**config.mk**
```make
export PLATFORM = sky130hd
export DESIGN_NAME = led_sequencer
export DESIGN_NICKNAME = d
export VERILOG_FILES = /design/src/rtl/led_sequencer.sv
export SDC_FILE = /design/constraint.sdc
export NUM_CORES = 1
export LEC_CHECK = 0
export CAP_MARGIN = 20
export CORE_AREA = 3 3 40 42
export CTS_CLUSTER_DIAMETER = 150
export CTS_CLUSTER_SIZE = 8
export DETAILED_ROUTE_END_ITERATION = 16
export DIE_AREA = 0 0 43 45
export PLACE_DENSITY = 0.64
export SYNTH_ARGS = -nofsm -noshare
export SYNTH_HDL_FRONTEND = slang
export SYNTH_SLANG_ARGS = --single-unit
```
**constraint.sdc**
```tcl
create_clock -name clock -period 1.9 [get_ports clock]
set_clock_uncertainty 0.2 [all_clocks]
set_input_delay 0.38 -clock clock [delete_from_list [all_inputs] [get_ports clock]]
set_output_delay 0.38 -clock clock [all_outputs]
set_load 0.05 [all_outputs]
```
**src/rtl/led_sequencer.sv**
```systemverilog
// LED pattern sequencer: rotate-left/right, ping-pong and bar fill/drain patterns
// advanced one step per accepted strobe, with mode-change reload and registered outputs.
module led_sequencer #(
    parameter int unsigned NB_LED = 4
) (
    input  logic              clock,
    input  logic              i_reset,
    input  logic              i_valid,
    input  logic [1:0]        i_mode,
    input  logic              i_hold,
    output logic [NB_LED-1:0] o_led,
    output logic              o_dir,
    output logic              o_wrap
);

    localparam int unsigned MODE_W = 2;

    typedef enum logic [MODE_W-1:0] {
        MODE_ROL  = 2'd0,
        MODE_ROR  = 2'd1,
        MODE_PING = 2'd2,
        MODE_BAR  = 2'd3
    } mode_e;

    typedef enum logic {
        GO_LEFT  = 1'b0,
        GO_RIGHT = 1'b1
    } state_e;

    localparam logic [NB_LED-1:0] LED_LSB  = NB_LED'(1);
    localparam logic [NB_LED-1:0] LED_ONES = {NB_LED{1'b1}};

    state_e              state_q, state_d;
    mode_e               mode_q;
    logic [NB_LED-1:0]   led_q, led_d;
    logic                dir_q, dir_d;
    logic                wrap_q, wrap_d;

    logic                mode_chg_c;
    logic                step_c;
    logic [NB_LED-1:0]   rol_c, ror_c, shl_c, shr_c, fill_c;

    assign mode_chg_c = (mode_e'(i_mode) != mode_q);
    assign step_c     = i_valid & ~i_hold & ~mode_chg_c;

    // Candidate next patterns; "left" is toward the MSB.
    assign rol_c  = {led_q[NB_LED-2:0], led_q[NB_LED-1]};
    assign ror_c  = {led_q[0], led_q[NB_LED-1:1]};
    assign shl_c  = {led_q[NB_LED-2:0], 1'b0};
    assign shr_c  = {1'b0, led_q[NB_LED-1:1]};
    assign fill_c = {led_q[NB_LED-2:0], 1'b1};

    // FSM state register
    always_ff @(posedge clock) begin
        if (i_reset) begin
            state_q <= GO_LEFT;
        end else begin
            state_q <= state_d;
        end
    end

    // Mode is registered every cycle, including under reset, so release never triggers a reload.
    always_ff @(posedge clock) begin
        mode_q <= mode_e'(i_mode);
    end

    // Registered outputs
    always_ff @(posedge clock) begin
        if (i_reset) begin
            led_q  <= LED_LSB;
            dir_q  <= 1'b1;
            wrap_q <= 1'b0;
        end else begin
            led_q  <= led_d;
            dir_q  <= dir_d;
            wrap_q <= wrap_d;
        end
    end

    // Next-state and next-output logic
    always_comb begin
        state_d = state_q;
        led_d   = led_q;
        dir_d   = dir_q;
        wrap_d  = 1'b0;

        if (mode_chg_c) begin
            led_d   = LED_LSB;
            state_d = GO_LEFT;
            dir_d   = (mode_e'(i_mode) != MODE_ROR);
        end else if (step_c) begin
            case (mode_q)
                MODE_ROL: begin
                    led_d  = rol_c;
                    dir_d  = 1'b1;
                    wrap_d = (rol_c == LED_LSB);
                end
                MODE_ROR: begin
                    led_d  = ror_c;
                    dir_d  = 1'b0;
                    wrap_d = (ror_c == LED_LSB);
                end
                MODE_PING: begin
                    if (state_q == GO_LEFT) begin
                        led_d = shl_c;
                        if (shl_c[NB_LED-1]) begin
                            state_d = GO_RIGHT;
                        end
                    end else begin
                        led_d = shr_c;
                        if (shr_c == LED_LSB) begin
                            state_d = GO_LEFT;
                            wrap_d  = 1'b1;
                        end
                    end
                    dir_d = (state_d == GO_LEFT);
                end
                MODE_BAR: begin
                    if (state_q == GO_LEFT) begin
                        led_d = fill_c;
                        if (fill_c == LED_ONES) begin
                            state_d = GO_RIGHT;
                        end
                    end else begin
                        led_d = shr_c;
                        if (shr_c == LED_LSB) begin
                            state_d = GO_LEFT;
                            wrap_d  = 1'b1;
                        end
                    end
                    dir_d = (state_d == GO_LEFT);
                end
                default: begin
                    led_d = led_q;
                end
            endcase
        end
    end

    assign o_led  = led_q;
    assign o_dir  = dir_q;
    assign o_wrap = wrap_q;

endmodule

```
==> results of run 1 <==
==> per-stage QoR <==
step,cell area [um2],cells,setup TNS (ns)
after floorplan,513,60,0
after global placement,716,93,-1.07
after detailed placement,716,93,-1.24
after CTS,743,97,0
after global routing,761,98,0
final,761,98,0
==> cell usage after synthesis, drive strengths merged (2+ instances only) <==
cell type  n  share of area, %
dfxtp      9                35
nor2       7               5.1
a21oi      5               5.6
inv        5               3.7
a211oi     4               5.9
nand2b     4               4.9
a2111oi    2               3.4
a22oi      2               2.9
buf        2               3.2
mux2i      2               3.9
nand2      2               1.5
nor3       2               2.9
o32ai      2               3.4
xor2       2               3.4
==> power by group <==
part           internal [mW]  switching, mW  leakage [nW]
Combinational         0.0439         0.0458         0.249
Clock                 0.0777         0.0696        0.0177
Sequential             0.194        0.00887        0.0736
==> flip-flops by register name, indices dropped and copies added, names as in the netlist <==
| signal | cells |
|---|---|
| o_dir | 1 |
| o_wrap | 1 |
| state_q | 1 |
| mode_q | 2 |
| o_led | 4 |
==> worst paths after layout <==
path / end / from / slack [ns] / cells past startpoint
max: o_led[2] / i_mode[0] / 0.12 / 5
min: mode_q[1] / i_mode[1] / 0.27 / 2
max reg2reg: o_led[2] / mode_q[1] / 0.16 / 4
min reg2reg: o_led[3] / o_led[3] / 0.34 / 2
==> metal layers <==
metal,routed length [um],vias up
met5,0,-
met4,12,0
met3,97,2
met2,588,31
met1,560,230
li1,-,274
==> cell type report <==
cell class                 count  share of cell area (%)
timing repair buffer          21                    27.6
tap                           15                    2.47
clock inverter                 1                   0.658
inverter                       5                    2.47
clock buffer                   3                    2.96
multi-input combinational     44                    40.1
sequential                     9                    23.7
==> timing repair <==
item	in CTS	in global routing
setup buffers	0	1
resized for setup	0	3
hold buffers	0	0
endpoints found under the setup margin	0	5
==> cell families (layout without fill, tap and decap cells) <==
logic type      Yosys count  count (layout)  synth area share [%]
compound gates           20              20                  29.5
flops                     9               9                  35.1
xor+xnor                  2               2                  3.42
simple gates             20              20                  21.2
mux                       2               2                  3.90
buf+inv                   7              30                  6.83
==> critical path, stage by stage <==
cell and delay [ns]:
clkdlybuf4s50_1 0.45, xor2_1 0.19, or3_1 0.38, buf_4 0.16, a211oi_1 0.19
==> impl_metrics.json, run 1 <==
{
  "fillers": 111,
  "drt_pass1_iterations": 5,
  "final_util_pct": 59.2,
  "layout_setup_ws_ns": 0.121,
  "drive_gt1_share_pct": 26.5,
  "required_ns": 1.87,
  "yosysWarnings": 0,
  "hp-class": "in2reg",
  "path_clk_slew_ns": 0.07,
  "use_met2_pct": 19.8,
  "core_area_um2": 1280,
  "relSlewSlack_pct": 74.3,
  "crit_fanout": 3,
  "rsz0062_at_grt": "no",
  "status": "finished, final reports clean",
  "placement.io_buffers": 11,
  "grt_max_degree": 10,
  "ant_nets": 0,
  "clockBufferDepth": 2,
  "endpoint_kind": "flop",
  "syn_area_um2": 513,
  "track_usage_pct": 13.4,
  "wl_per_cell_um": 12.8,
  "met3_usage_pct": 6.37,
  "power_density_nw_per_um2": 579,
  "grt.busiest_layer": "met2",
  "start_util_pct": 39.9,
  "grt_pass1_vias": 460,
  "async_flop_share_pct": 0,
  "viasPerCell": 5.48,
  "io_pins": 12,
  "hpwlAfterDp_um": 886,
  "regArea_um2": 180,
  "die_w_um": 43,
  "multi_input_area_um2": 305,
  "synth_cell_types": 27,
  "peakVddDrop_uv": 383,
  "synth.yosys.seq_area_share_pct": 35.1,
  "area_delta_synth_final_pct": 48.3,
  "path_class": "in2reg",
  "worstSetupStartpointType": "input port",
  "min_period_ns": 1.78,
  "gp_congestion": 0.842,
  "insertion_delay_ns": 0.26,
  "cts_tree": "yes",
  "synth_edf_count": 0,
  "hold_ws_ns": 0.269,
  "fmax_ghz": 0.562,
  "layout_commonest_cell": "buf_4",
  "tightest_slew_ns": 0.375,
  "final_nets": 90,
  "grt_overflow": 0,
  "drt_iter0_drc": 10,
  "ctsHtreeMaxLevel": 1,
  "pre_cts_slack_ns": -0.255,
  "ys_seq_elements": 9,
  "syn_nets": 66,
  "met1_usage_pct": 16.8,
  "diodes": 0,
  "min_period_over_period_pct": 93.6,
  "cellLeakagePower_nw": 0.340,
  "clock-sinks": 9,
  "drv_slew": 0,
  "mostFrequentLayoutCells": "buf_4 (13), dfxtp_1 (9), nor2_1 (7)",
  "hold_viol": 0,
  "cts_root_buf": "clkbuf_4",
  "grt_first_pass_wirelength_mm": 1.92,
  "worstPathArrival_ns": 1.75,
  "ys.flop_type": "dfxtp_1",
  "finalSetupViolCount": 0,
  "maxCapViolCount": 0,
  "drc": 0,
  "syn_inst": 60,
  "rows": 13,
  "die-area_um2": 1940,
  "die_height_um": 45,
  "vias": 537,
  "synth_area_per_cell_um2": 8.55,
  "drt_wl_total_mm": 1.26,
  "antenna_found_initial": 0,
  "p_total_uw": 440,
  "cts_buffers": 3
}
Note: power is estimated with default switching activity, not from simulation.
==> inputs of run 2 (changes only) <==
Settings changed: GPL_TIMING_DRIVEN from default to 0.
==> run 2 against run 1 <==
Hold slack gained 0.079 ns. Non-clock buffer count fell by 8. Sequential share of layout area rose by 3.3 points. Utilization fell by 7.2 points. Cell area decreased by 12%. Wire length fell by 5.1%. Critical path depth down 4. Critical endpoint is now o_led[1]. Register-to-register slack improved by 0.12 ns. Sequential power barely moved.
==> impl_metrics.json, run 2 (synthesis results as in run 1) <==
{
  "placement.io_buffers": 11,
  "grt_max_degree": 11,
  "layout_setup_ws_ns": 0.0670,
  "grt.busiest_layer": "met2",
  "grt_first_pass_wirelength_mm": 1.76,
  "grt_pass1_vias": 403,
  "place_inst": 86,
  "met1_usage_pct": 16.2,
  "met3_usage_pct": 3.98,
  "peakVddDrop_uv": 304,
  "worstSetupStartpointType": "flop",
  "fmax_ghz": 0.546,
  "min_period_ns": 1.83,
  "cellLeakagePower_nw": 0.281,
  "post-route-cell-area_um2": 668,
  "drt_iter0_drc": 20,
  "drt_wl_total_mm": 1.19,
  "insertion_delay_ns": 0.27,
  "die_height_um": 45,
  "swShare_pct": 28.7,
  "viasPerCell": 5.56,
  "required_ns": 1.32,
  "internal_power_uw": 308,
  "layout_commonest_cell": "dfxtp_1",
  "power_density_nw_per_um2": 647,
  "use_met2_pct": 17.4,
  "finalSetupViolCount": 0,
  "clock-sinks": 9,
  "hold_buffers": 0,
  "crit_fanout": 7,
  "final_nets": 82,
  "cpLargestDelayFamily": "buffers and inverters",
  "worstPathArrival_ns": 1.25,
  "endpoint_kind": "primary output",
  "maxCapViolCount": 0,
  "layout.cells.non_filler": 90,
  "rsz0062_at_grt": "no",
  "crit_chain": "clkdlybuf4s15_1",
  "hold_ws_ns": 0.349,
  "path_clk_slew_ns": 0.06,
  "gp_congestion": 0.774,
  "mostFrequentLayoutCells": "dfxtp_1 (9), nor2_1 (7), inv_1 (5), clkdlybuf4s50_1 (5)",
  "status": "finished, final reports clean",
  "tightest_slew_ns": 0.493,
  "clockBufferDepth": 2,
  "path_class": "reg2out",
  "path_buf_inv": 1,
  "critPathMaxStageDelay_ns": 0.54,
  "die-area_um2": 1940,
  "hpwlAfterDp_um": 801,
  "slowest_stage": "clkdlybuf4s15_1",
  "core_area_um2": 1280,
  "ant_nets": 0,
  "drv_slew": 0,
  "die_w_um": 43,
  "min_period_over_period_pct": 96.5,
  "seq_power_share_pct": 46.2,
  "wl_per_cell_um": 13.3,
  "drt_pass1_iterations": 4,
  "finalSetupTns_ns": 0,
  "final_util_pct": 52.0,
  "p_total_uw": 433,
  "antenna_found_initial": 0,
  "io_pins": 12,
  "track_usage_pct": 12.5,
  "grt_overflow": 0,
  "switching_power_uw": 124,
  "placed_area_um2": 642,
  "drc": 0,
  "hp-class": "reg2reg",
  "cts_tree": "yes",
  "start_util_pct": 39.9,
  "cts_buffers": 3,
  "combPwrFrac_pct": 17.9,
  "hold_viol": 0,
  "ctsHtreeMaxLevel": 1,
  "cts_root_buf": "clkbuf_4",
  "drive_gt1_share_pct": 10.7,
  "vias": 500,
  "area_delta_synth_final_pct": 30.2,
  "largest_register_ffs": 4,
  "pre_cts_slack_ns": -0.240,
  "power_frac_clock_pct": 35.9,
  "diodes": 0,
  "relSlewSlack_pct": 67.3,
  "rows": 13
}
-- run 2: what timing repair did --
action,CTS,global route
setup buffers,0,0
gates resized for setup,6,3
pin swaps,0,0
endpoints found under the setup margin,6,3
-- run 2: layout make-up --
type / instances / area (um2)
clock buffers: 4 / 26.3
fillers: 121 / 617
multi-input cells: 44 / 303
plain buffers: 2 / 16.3
flip-flops and latches: 9 / 180
inverters: 5 / 18.8
repair buffers: 11 / 105
well taps: 15 / 18.8
-- run 2: worst reg2reg max path, delay by kind of cell (launching register included) --
kind	cells	cell delay [ns]
compound gates	3	0.65
buf+inv	1	0.18
flops	1	0.33
simple gates	1	0.12
-- run 2: power groups by stage --
stage	Combinational, mW	Clock [mW]	Sequential [mW]
after floorplan	0.0381	0	0.215
after global placement	0.0764	0	0.204
after detailed placement	0.0767	0	0.204
after CTS	0.0754	0.159	0.200
after global routing	0.0830	0.164	0.201
final	0.0773	0.155	0.200
-- run 2: final timing paths --
check / startpoint / to / slack (ns) / depth (start not counted)
worst min register to register: o_led[3] / o_led[3] / 0.35 / 2
worst max-delay path: o_led[1] / o_led[1] / 0.07 / 1
worst max register to register: mode_q[1] / o_dir / 0.28 / 5
worst min-delay path: o_led[3] / o_led[3] / 0.35 / 2
-- run 2: routing by layer --
layer,vias to the layer above,wire length [um]
li1,257,-
met1,214,549
met3,5,104
met2,24,509
met5,-,0
met4,0,30
